[src/rtl/harvard_bus_bridge.sv]
// ---------------------------------------------------------------------------
// harvard_bus_bridge
//
// Serialises a CPU's separate instruction and data ports onto one memory bus.
// Each instruction runs FETCH -> EVAL -> [DATA] -> STEP. The CPU advances only
// on the single-cycle clk_enable pulse issued in STEP. A transfer that stalls
// for TIMEOUT consecutive waitrequest cycles is abandoned: the sticky
// bus_error flag is set and the bridge parks in HALT until reset.
//
// Optional feature macro: BRIDGE_BYTE_SWAP_EN
//   When defined, read data is byte-reversed before it is captured and write
//   data is byte-reversed on its way to the bus. When undefined, data passes
//   through unmodified.
//
// Ports
//   clk              system clock, rising edge
//   reset            asynchronous active-low reset
//   instr_address    CPU fetch address
//   instr_readdata   captured instruction word
//   data_address     CPU load/store address
//   data_read        CPU load request (sampled in EVAL)
//   data_write       CPU store request (sampled in EVAL, wins over read)
//   data_writedata   CPU store data
//   data_readdata    captured load data, held until the next completed load
//   active           CPU running flag, 0 sends the bridge to HALT from EVAL
//   clk_enable       one-cycle CPU advance pulse
//   bus_address      word-aligned bus address
//   bus_read         bus read strobe
//   bus_write        bus write strobe
//   bus_writedata    bus store data
//   bus_byteenable   byte lanes, all-on while a strobe is asserted
//   bus_waitrequest  slave stall
//   bus_readdata     bus read data
//   bus_error        sticky transfer-timeout flag
//
// state | meaning
// ------+-------------------------------------------------------------
// IDLE  | one cycle after reset release, nothing driven
// FETCH | instruction read on the bus until waitrequest drops
// EVAL  | CPU decodes the new instruction, bridge samples read/write/active
// DATA  | load or store on the bus until waitrequest drops
// STEP  | clk_enable pulse, CPU advances
// HALT  | terminal after timeout or active=0, left only by reset
// ---------------------------------------------------------------------------
module harvard_bus_bridge #(
    parameter int TIMEOUT = 255
) (
    input  logic        clk,
    input  logic        reset,
    input  logic [31:0] instr_address,
    output logic [31:0] instr_readdata,
    input  logic [31:0] data_address,
    input  logic        data_read,
    input  logic        data_write,
    input  logic [31:0] data_writedata,
    output logic [31:0] data_readdata,
    input  logic        active,
    output logic        clk_enable,
    output logic [31:0] bus_address,
    output logic        bus_read,
    output logic        bus_write,
    output logic [31:0] bus_writedata,
    output logic [3:0]  bus_byteenable,
    input  logic        bus_waitrequest,
    input  logic [31:0] bus_readdata,
    output logic        bus_error
);

    typedef enum logic [2:0] {
        IDLE  = 3'd0,
        FETCH = 3'd1,
        EVAL  = 3'd2,
        DATA  = 3'd3,
        STEP  = 3'd4,
        HALT  = 3'd5
    } state_t;

    localparam logic [31:0] TIMEOUT_U = 32'(TIMEOUT);

    state_t      state;
    logic [7:0]  wait_cnt;
    logic [7:0]  wait_inc;
    logic        timeout_hit;
    logic        data_is_write;
    logic        unused_addr_bits;

    function automatic logic [31:0] lane_swap(input logic [31:0] w);
`ifdef BRIDGE_BYTE_SWAP_EN
        return {w[7:0], w[15:8], w[23:16], w[31:24]};
`else
        return w;
`endif
    endfunction

    // Bus addresses are word addresses; the CPU's byte offset is dropped.
    assign unused_addr_bits = ^{instr_address[1:0], data_address[1:0]};

    // Saturating wait count as it would read after this stalled cycle.
    assign wait_inc    = (wait_cnt == 8'hFF) ? 8'hFF : wait_cnt + 8'd1;
    assign timeout_hit = ({24'd0, wait_inc} >= TIMEOUT_U);

    // The CPU updates instr_address on the same edge that ends STEP, so the
    // fetch address has to follow the live input during FETCH rather than a
    // copy taken on the way in. Address and store data are therefore decoded
    // from the registered state; both read as zero outside a transfer.
    always_comb begin
        bus_address   = 32'd0;
        bus_writedata = 32'd0;
        case (state)
            FETCH: bus_address = {instr_address[31:2], 2'b00};
            DATA: begin
                bus_address = {data_address[31:2], 2'b00};
                if (data_is_write) begin
                    bus_writedata = lane_swap(data_writedata);
                end
            end
            default: begin
                bus_address   = 32'd0;
                bus_writedata = 32'd0;
            end
        endcase
    end

    always_ff @(posedge clk or negedge reset) begin
        if (!reset) begin
            state          <= IDLE;
            wait_cnt       <= 8'd0;
            data_is_write  <= 1'b0;
            instr_readdata <= 32'd0;
            data_readdata  <= 32'd0;
            clk_enable     <= 1'b0;
            bus_read       <= 1'b0;
            bus_write      <= 1'b0;
            bus_byteenable <= 4'b0000;
            bus_error      <= 1'b0;
        end else begin
            case (state)
                IDLE: begin
                    state          <= FETCH;
                    wait_cnt       <= 8'd0;
                    bus_read       <= 1'b1;
                    bus_byteenable <= 4'b1111;
                end

                FETCH: begin
                    if (!bus_waitrequest) begin
                        instr_readdata <= lane_swap(bus_readdata);
                        bus_read       <= 1'b0;
                        bus_byteenable <= 4'b0000;
                        state          <= EVAL;
                    end else begin
                        wait_cnt <= wait_inc;
                        if (timeout_hit) begin
                            bus_error      <= 1'b1;
                            bus_read       <= 1'b0;
                            bus_byteenable <= 4'b0000;
                            state          <= HALT;
                        end
                    end
                end

                EVAL: begin
                    if (!active) begin
                        state <= HALT;
                    end else if (data_write || data_read) begin
                        // A simultaneous read and write is treated as a store.
                        state          <= DATA;
                        wait_cnt       <= 8'd0;
                        data_is_write  <= data_write;
                        bus_write      <= data_write;
                        bus_read       <= ~data_write;
                        bus_byteenable <= 4'b1111;
                    end else begin
                        state      <= STEP;
                        clk_enable <= 1'b1;
                    end
                end

                DATA: begin
                    if (!bus_waitrequest) begin
                        if (!data_is_write) begin
                            data_readdata <= lane_swap(bus_readdata);
                        end
                        bus_read       <= 1'b0;
                        bus_write      <= 1'b0;
                        bus_byteenable <= 4'b0000;
                        clk_enable     <= 1'b1;
                        state          <= STEP;
                    end else begin
                        wait_cnt <= wait_inc;
                        if (timeout_hit) begin
                            bus_error      <= 1'b1;
                            bus_read       <= 1'b0;
                            bus_write      <= 1'b0;
                            bus_byteenable <= 4'b0000;
                            state          <= HALT;
                        end
                    end
                end

                STEP: begin
                    clk_enable     <= 1'b0;
                    state          <= FETCH;
                    wait_cnt       <= 8'd0;
                    bus_read       <= 1'b1;
                    bus_byteenable <= 4'b1111;
                end

                HALT: begin
                    state <= HALT;
                end

                default: begin
                    state          <= IDLE;
                    clk_enable     <= 1'b0;
                    bus_read       <= 1'b0;
                    bus_write      <= 1'b0;
                    bus_byteenable <= 4'b0000;
                end
            endcase
        end
    end

endmodule

[config.mk]
export PLATFORM = sky130hd
export DESIGN_NAME = harvard_bus_bridge
export DESIGN_NICKNAME = d
export VERILOG_FILES = /design/src/rtl/harvard_bus_bridge.sv
export SDC_FILE = /design/constraint.sdc
export NUM_CORES = 1
export LEC_CHECK = 0
export BUFFER_PORTS_ARGS = -buffer_cell sky130_fd_sc_hd__clkbuf_2
export CAP_MARGIN = 20
export CORE_MARGIN = 1.5
export CORE_UTILIZATION = 26
export DETAILED_ROUTE_END_ITERATION = 10
export PLACE_DENSITY = 0.52
export RECOVER_POWER = 100
export SYNTH_ARGS = -nofsm -noshare
export SYNTH_HDL_FRONTEND = slang
export SYNTH_SLANG_ARGS = --single-unit
export TNS_END_PERCENT = 100
[constraint.sdc]
create_clock -name clk -period 4.7 [get_ports clk]
set_input_delay 0.94 -clock clk [delete_from_list [all_inputs] [get_ports clk]]
set_output_delay 0.94 -clock clk [all_outputs]
set_load 0.03 [all_outputs]
* Word level (Yosys, flattened, before mapping)
Cells that the tools add are included.
** Cells by class
- Add/subtract/negate cells :: 1
- Magnitude comparators :: 1
- Equal/unequal tests :: 13
- Muxes and demuxes :: 31
- Bitwise gates (word level) :: 6
- Reductions and logical operators :: 15
** Operators by type and width (number)
- $mux W32 :: 2
- $pmux W32 S2 :: 1
- $mux W8 :: 4
- $pmux W8 S3 :: 1
- $mux W4 :: 4
- $pmux W4 S4 :: 1
- $reduce_and A4 Y1 :: 4
- $mux W3 :: 5
- $pmux W3 S5 :: 1
- $mux W1 :: 9
- $reduce_and A3 Y1 :: 3
- $add A8 B1 Y8 const B :: 1
- $eq A8 B8 Y1 const B :: 1
- $ge A8 B8 Y1 const B :: 1
- $ne A2 B2 Y1 const B :: 4
- $eq A3 B2 Y1 const B :: 2
- $eq A3 B3 Y1 const B :: 2
- $not A1 Y1 :: 6
- $pmux W1 S3 :: 2
- $pmux W1 S4 :: 1
- $reduce_or A2 Y1 :: 2
- $reduce_or A4 Y1 :: 1
- $eq A3 B1 Y1 const B :: 1
- $logic_not A3 Y1 :: 1
- other kinds (7) :: 7
** Storage, ports and cells
- Bits in registers :: 84
- Bits of input ports :: 134
- Output and inout bits :: 136
- Logic and storage cells :: 77

* Longest topological paths before layout
- Word-level depth :: 6
- Mapped depth :: 7
- Depth with buffers taken out :: 6

* Least setup slack after synthesis
Ideal clock, no wire load.
- Path type :: register to output
- Start :: register state[2]
- End :: output bus_writedata[10]
- Data arrival time :: 1479 ps
- Required time :: 3760 ps
- Setup slack :: 2281 ps
- Cell stages (with the launch flop) :: 7
- Buffers on the path :: 3
- Path through :: dfrtp_1 > buf_2 > nand2b_4 > buf_6 > nor2_1 > clkbuf_1 > and2_1
** On the way
- Cells in the longest elaborated chain, start to end :: 2
** Ends and longest elaborated chain
- start: declaration :: RTL line 80 : state_t state;
- start signal: assignment :: RTL line 126 : state <= IDLE;
- start signal: assignment :: RTL line 139 : state <= FETCH;
- start signal: assignment :: RTL line 150 : state <= EVAL;
- $eq A3 B2 Y1 :: RTL line 109 : case (state)
- $mux W32 :: RTL line 109
- end: declaration :: RTL line 62 : output logic [31:0] bus_writedata,
No other way between the ends.

* Final worst setup path
- Start :: register state[1]
- End :: output bus_writedata[12]
Same word-level chain as after synthesis.

==> flow_summary.rst <==
.. list-table::
   :header-rows: 1

   * - Metric
     - Value
   * - Pre-Repair DR Iteration Count
     - 4
   * - Source-to-sink clock delay at the later pin of the worst-skew pair
     - 0.34 ns
   * - Site row count
     - 45
   * - Number of top-level pins
     - 270
   * - Tightest Hold Check Type
     - reg -> reg
   * - Initial core utilization
     - 26.8%
   * - Commonest register cell after synthesis
     - sky130_fd_sc_hd__dfrtp_1
   * - Most instantiated library cell after synthesis
     - sky130_fd_sc_hd__dfrtp_1
   * - Share of cells above drive strength 1
     - 35.4%
   * - Share of the yosys chip area belonging to registers
     - 49.2%
   * - Count of distinct cell types in the synthesized netlist
     - 49
   * - Share of power burned in registers
     - 30.5%
   * - Cell count of the worst hold path
     - 1
   * - Internal power component
     - 2.15 mW
   * - Worst Hold Path EP
     - bus_error
   * - Slew Limit Headroom
     - -27.8%
   * - Type of destination of the critical path
     - output port
   * - Power Density
     - 728 nW/um^2
   * - All-layer global routing usage
     - 13.6%
   * - Clock tree from TritonCTS
     - done
   * - Part of the total power dissipated in the clock network
     - 17.5%
   * - Power share of the combinational group
     - 52.0%
   * - Share of Yosys cell area claimed by the top area cell type
     - 49.2%
   * - Number of enable flip-flop cells after synthesis
     - 0
   * - PnR worst setup slack
     - 0.976 ns
   * - RD Place Congestion
     - 0.727
   * - Hold violation total from the final report
     - 0
   * - Clock Pin Slew Worst Setup and Hold Paths
     - 0.06 ns
   * - Critical-path maximum fanout
     - 35
   * - Pin count of the biggest net entering global routing
     - 51
   * - Final count of pins violating max slew
     - 102
   * - Setup repair after global routing missed its margin
     - no
   * - Full die area
     - 16600 um^2
   * - Port-buffer cells
     - 263
   * - Via/cell ratio
     - 4.46
   * - Number of warnings issued by yosys
     - 0
   * - Largest buffer count on any clock path
     - 2
   * - Final cell utilization of the core
     - 37.1%
   * - TritonCTS Buffers
     - 9
   * - Top cells by count, synth
     - 81 x sky130_fd_sc_hd__dfrtp_1, 63 x sky130_fd_sc_hd__mux2_2, 41 x sky130_fd_sc_hd__nor2_1
   * - Failing checks
     - capacitance limit, slew limit
   * - Ratio of final minimum period to clock period
     - 79.2%
   * - Net switching power
     - 2.01 mW
   * - Die boundary width
     - 129 um
   * - Vert. Die Dim
     - 129 um
   * - Clock sink count
     - 81
   * - Antenna diode count
     - 0
   * - Detailed-placement wirelength estimate
     - 9.01 mm
   * - Fin Setup TNS
     - 0 ns
   * - Worst path required time
     - 3.76 ns
   * - Maximum vdd ir drop
     - 397 uV
   * - Achievable Freq
     - 269 MHz
   * - Final Critical Period
     - 3.72 ns
   * - Root buffer cell
     - sky130_fd_sc_hd__clkbuf_16
   * - Crit path kind
     - reg -> out
   * - Terminus of the critical flop-to-flop path
     - data_readdata[26]
   * - Arrival time reported for the critical path endpoint
     - 2.78 ns
   * - Top cell type by total area after synthesis
     - sky130_fd_sc_hd__dfrtp_1
   * - Hold bufs inserted after CTS
     - 0
   * - Startpoint of the most critical register-to-register path
     - state[1]
   * - Switching share of power
     - 48.4%
   * - Number of max-cap violations
     - 3
   * - Slew of the pin with the lowest slew margin
     - 1.92 ns
   * - Start point of the worst hold path
     - bus_error
   * - Vias in the first global route
     - 3562
   * - Detailed router's first-iteration violation count
     - 82
   * - Synth Area per Inst
     - 11.5 um^2
   * - Number of buffers added for setup after CTS
     - 0
   * - Overall overflow remaining after global route
     - 0
   * - Outcome
     - finished, violations left
   * - Antenna violations before repair
     - 0
   * - Total via count in the routed design
     - 3682
   * - Area growth, synth to finish
     - 38.5%
   * - Number of remaining DRC errors
     - 0
   * - Final #Nets
     - 745
   * - Pre-CTS WS
     - 1.93 ns
   * - Global-route wire length before repair
     - 17.5 mm
   * - Depth of the worst register-to-register path
     - 3
   * - Core Area
     - 15400 um^2
   * - Routed length per placed instance
     - 14.2 um
   * - Final wirelength
     - 11.7 mm
   * - Post-cts sizing count
     - 0
   * - Setup Skew
     - 0.00440 ns
   * - Synthesized flop and latch total
     - 81
   * - Reg-to-reg slack, setup
     - 1.34 ns
   * - Cell count after synthesis
     - 357
   * - Synth area leaders
     - sky130_fd_sc_hd__dfrtp_1 49%, sky130_fd_sc_hd__mux2_2 17%, sky130_fd_sc_hd__mux2i_1 7.8%
   * - Combined area of all synthesized cells
     - 4120 um^2
   * - Async set-or-reset flop fraction in the synthesized netlist
     - 100%
   * - Startpoint type of the worst setup path
     - register
   * - Antenna violation net count after detailed routing
     - 0
   * - LEAKAGE
     - 2.61 nW
   * - H-tree depth
     - 3
   * - Final count of negative-setup-slack endpoints
     - 0
[worst max-delay path: stages (launching register included)]
cell and delay (ns):
sky130_fd_sc_hd__dfrtp_1 1.39, sky130_fd_sc_hd__nand2_1 0.11, sky130_fd_sc_hd__nor2_1 0.14, sky130_fd_sc_hd__buf_4 0.28
sky130_fd_sc_hd__and2_1 0.16, sky130_fd_sc_hd__clkbuf_1 0.34
[flip-flops by register name, indices dropped and copies added (netlist names), 3 cells and up]
register / count
data_readdata: 32
instr_readdata: 32
wait_cnt: 8
state: 3
[cell families after synthesis]
kind of cell / count (synthesis) / synth area share (%)
mux: 97 / 25.5
buf+inv: 29 / 4.16
fa+ha+maj: 1 / 0.303
xor+xnor: 2 / 0.425
simple gates: 115 / 15.1
other cells: 1 / 0.0910
flops: 81 / 49.2
compound gates: 31 / 5.25
[power groups by stage]
stage	Clock, mW	Combinational (mW)	Sequential, mW
final	0.727	2.16	1.27
after global placement	0	2.29	1.26
after detailed placement	0	2.30	1.29
after CTS	0.754	2.31	1.28
after global routing	0.785	2.31	1.32
after floorplan	0	1.14	1.78
[layout by cell type (no fill, tap or decap), types with 2 or more instances in the layout]
cell / netlist / routed
sky130_fd_sc_hd__and4_1: 2 / 2
sky130_fd_sc_hd__clkbuf_2: 0 / 130
sky130_fd_sc_hd__xnor2_1: 2 / 2
sky130_fd_sc_hd__a311o_1: 2 / 2
sky130_fd_sc_hd__nor2_1: 41 / 42
sky130_fd_sc_hd__and3_1: 2 / 2
sky130_fd_sc_hd__mux2i_1: 32 / 32
sky130_fd_sc_hd__a21oi_1: 8 / 8
sky130_fd_sc_hd__o31ai_1: 2 / 2
sky130_fd_sc_hd__o21a_1: 3 / 3
sky130_fd_sc_hd__clkbuf_8: 0 / 3
sky130_fd_sc_hd__nand3_1: 6 / 6
sky130_fd_sc_hd__o21ai_0: 5 / 5
sky130_fd_sc_hd__clkinv_4: 0 / 2
sky130_fd_sc_hd__clkbuf_1: 7 / 136
sky130_fd_sc_hd__and2_1: 32 / 32
sky130_fd_sc_hd__nand4b_1: 2 / 2
sky130_fd_sc_hd__buf_4: 5 / 3
sky130_fd_sc_hd__clkbuf_16: 0 / 9
sky130_fd_sc_hd__mux2_2: 63 / 63
sky130_fd_sc_hd__inv_1: 2 / 2
sky130_fd_sc_hd__nand2b_1: 1 / 2
sky130_fd_sc_hd__nand2_1: 13 / 13
sky130_fd_sc_hd__nor3_1: 3 / 3
sky130_fd_sc_hd__conb_1: 1 / 2
sky130_fd_sc_hd__mux2_1: 2 / 2
sky130_fd_sc_hd__dfrtp_1: 81 / 81
[per-stage QoR]
| stage | cell area (um^2) | instances | power (mW) | hold WS [ns] |
|---|---|---|---|---|
| 2_1_floorplan | 4130 | 358 | 2.92 | 0.479 |
| 3_3_place_gp | 5580 | 810 | 3.55 | 0.468 |
| 3_5_place_dp | 5580 | 810 | 3.59 | 0.476 |
| 4_1_cts | 5900 | 826 | 4.34 | 0.489 |
| 5_1_grt | 5710 | 826 | 4.41 | 0.500 |
| 6_report | 5710 | 826 | 4.16 | 0.484 |
[area by class of cell]
type | instances | area [um^2]
well taps | 211 | 264
flip-flops and latches | 81 | 2030
fillers | 1642 | 9660
clock buffers | 13 | 270
repair buffers | 268 | 1180
multi-input cells | 248 | 1910
clock inverters | 3 | 47.5
inverters | 2 | 7.51
[how the worst max path moves through the flow]
stage          startpoint           endpoint  slack, ns  cells after the start
5_1_grt          state[0]   bus_writedata[0]       0.71                      5
3_5_place_dp     state[1]   bus_writedata[6]       1.93                      5
3_3_place_gp     state[1]   bus_writedata[0]       2.01                      5
4_1_cts          state[1]   bus_writedata[6]       1.55                      5
6_report         state[1]  bus_writedata[12]       0.98                      5
2_1_floorplan    state[2]  bus_writedata[10]       2.28                      6
[metal layers]
| layer | vias to the layer above | GRT usage (%) | routed length, um |
|---|---|---|---|
| met5 | - | 0 | 0 |
| met4 | 0 | 4.16 | 123 |
| met3 | 11 | 6.07 | 1170 |
| met2 | 170 | 24.1 | 5840 |
| met1 | 1761 | 14.6 | 4610 |
| li1 | 1740 | - | - |
Note: power is estimated with default switching activity, not from simulation.
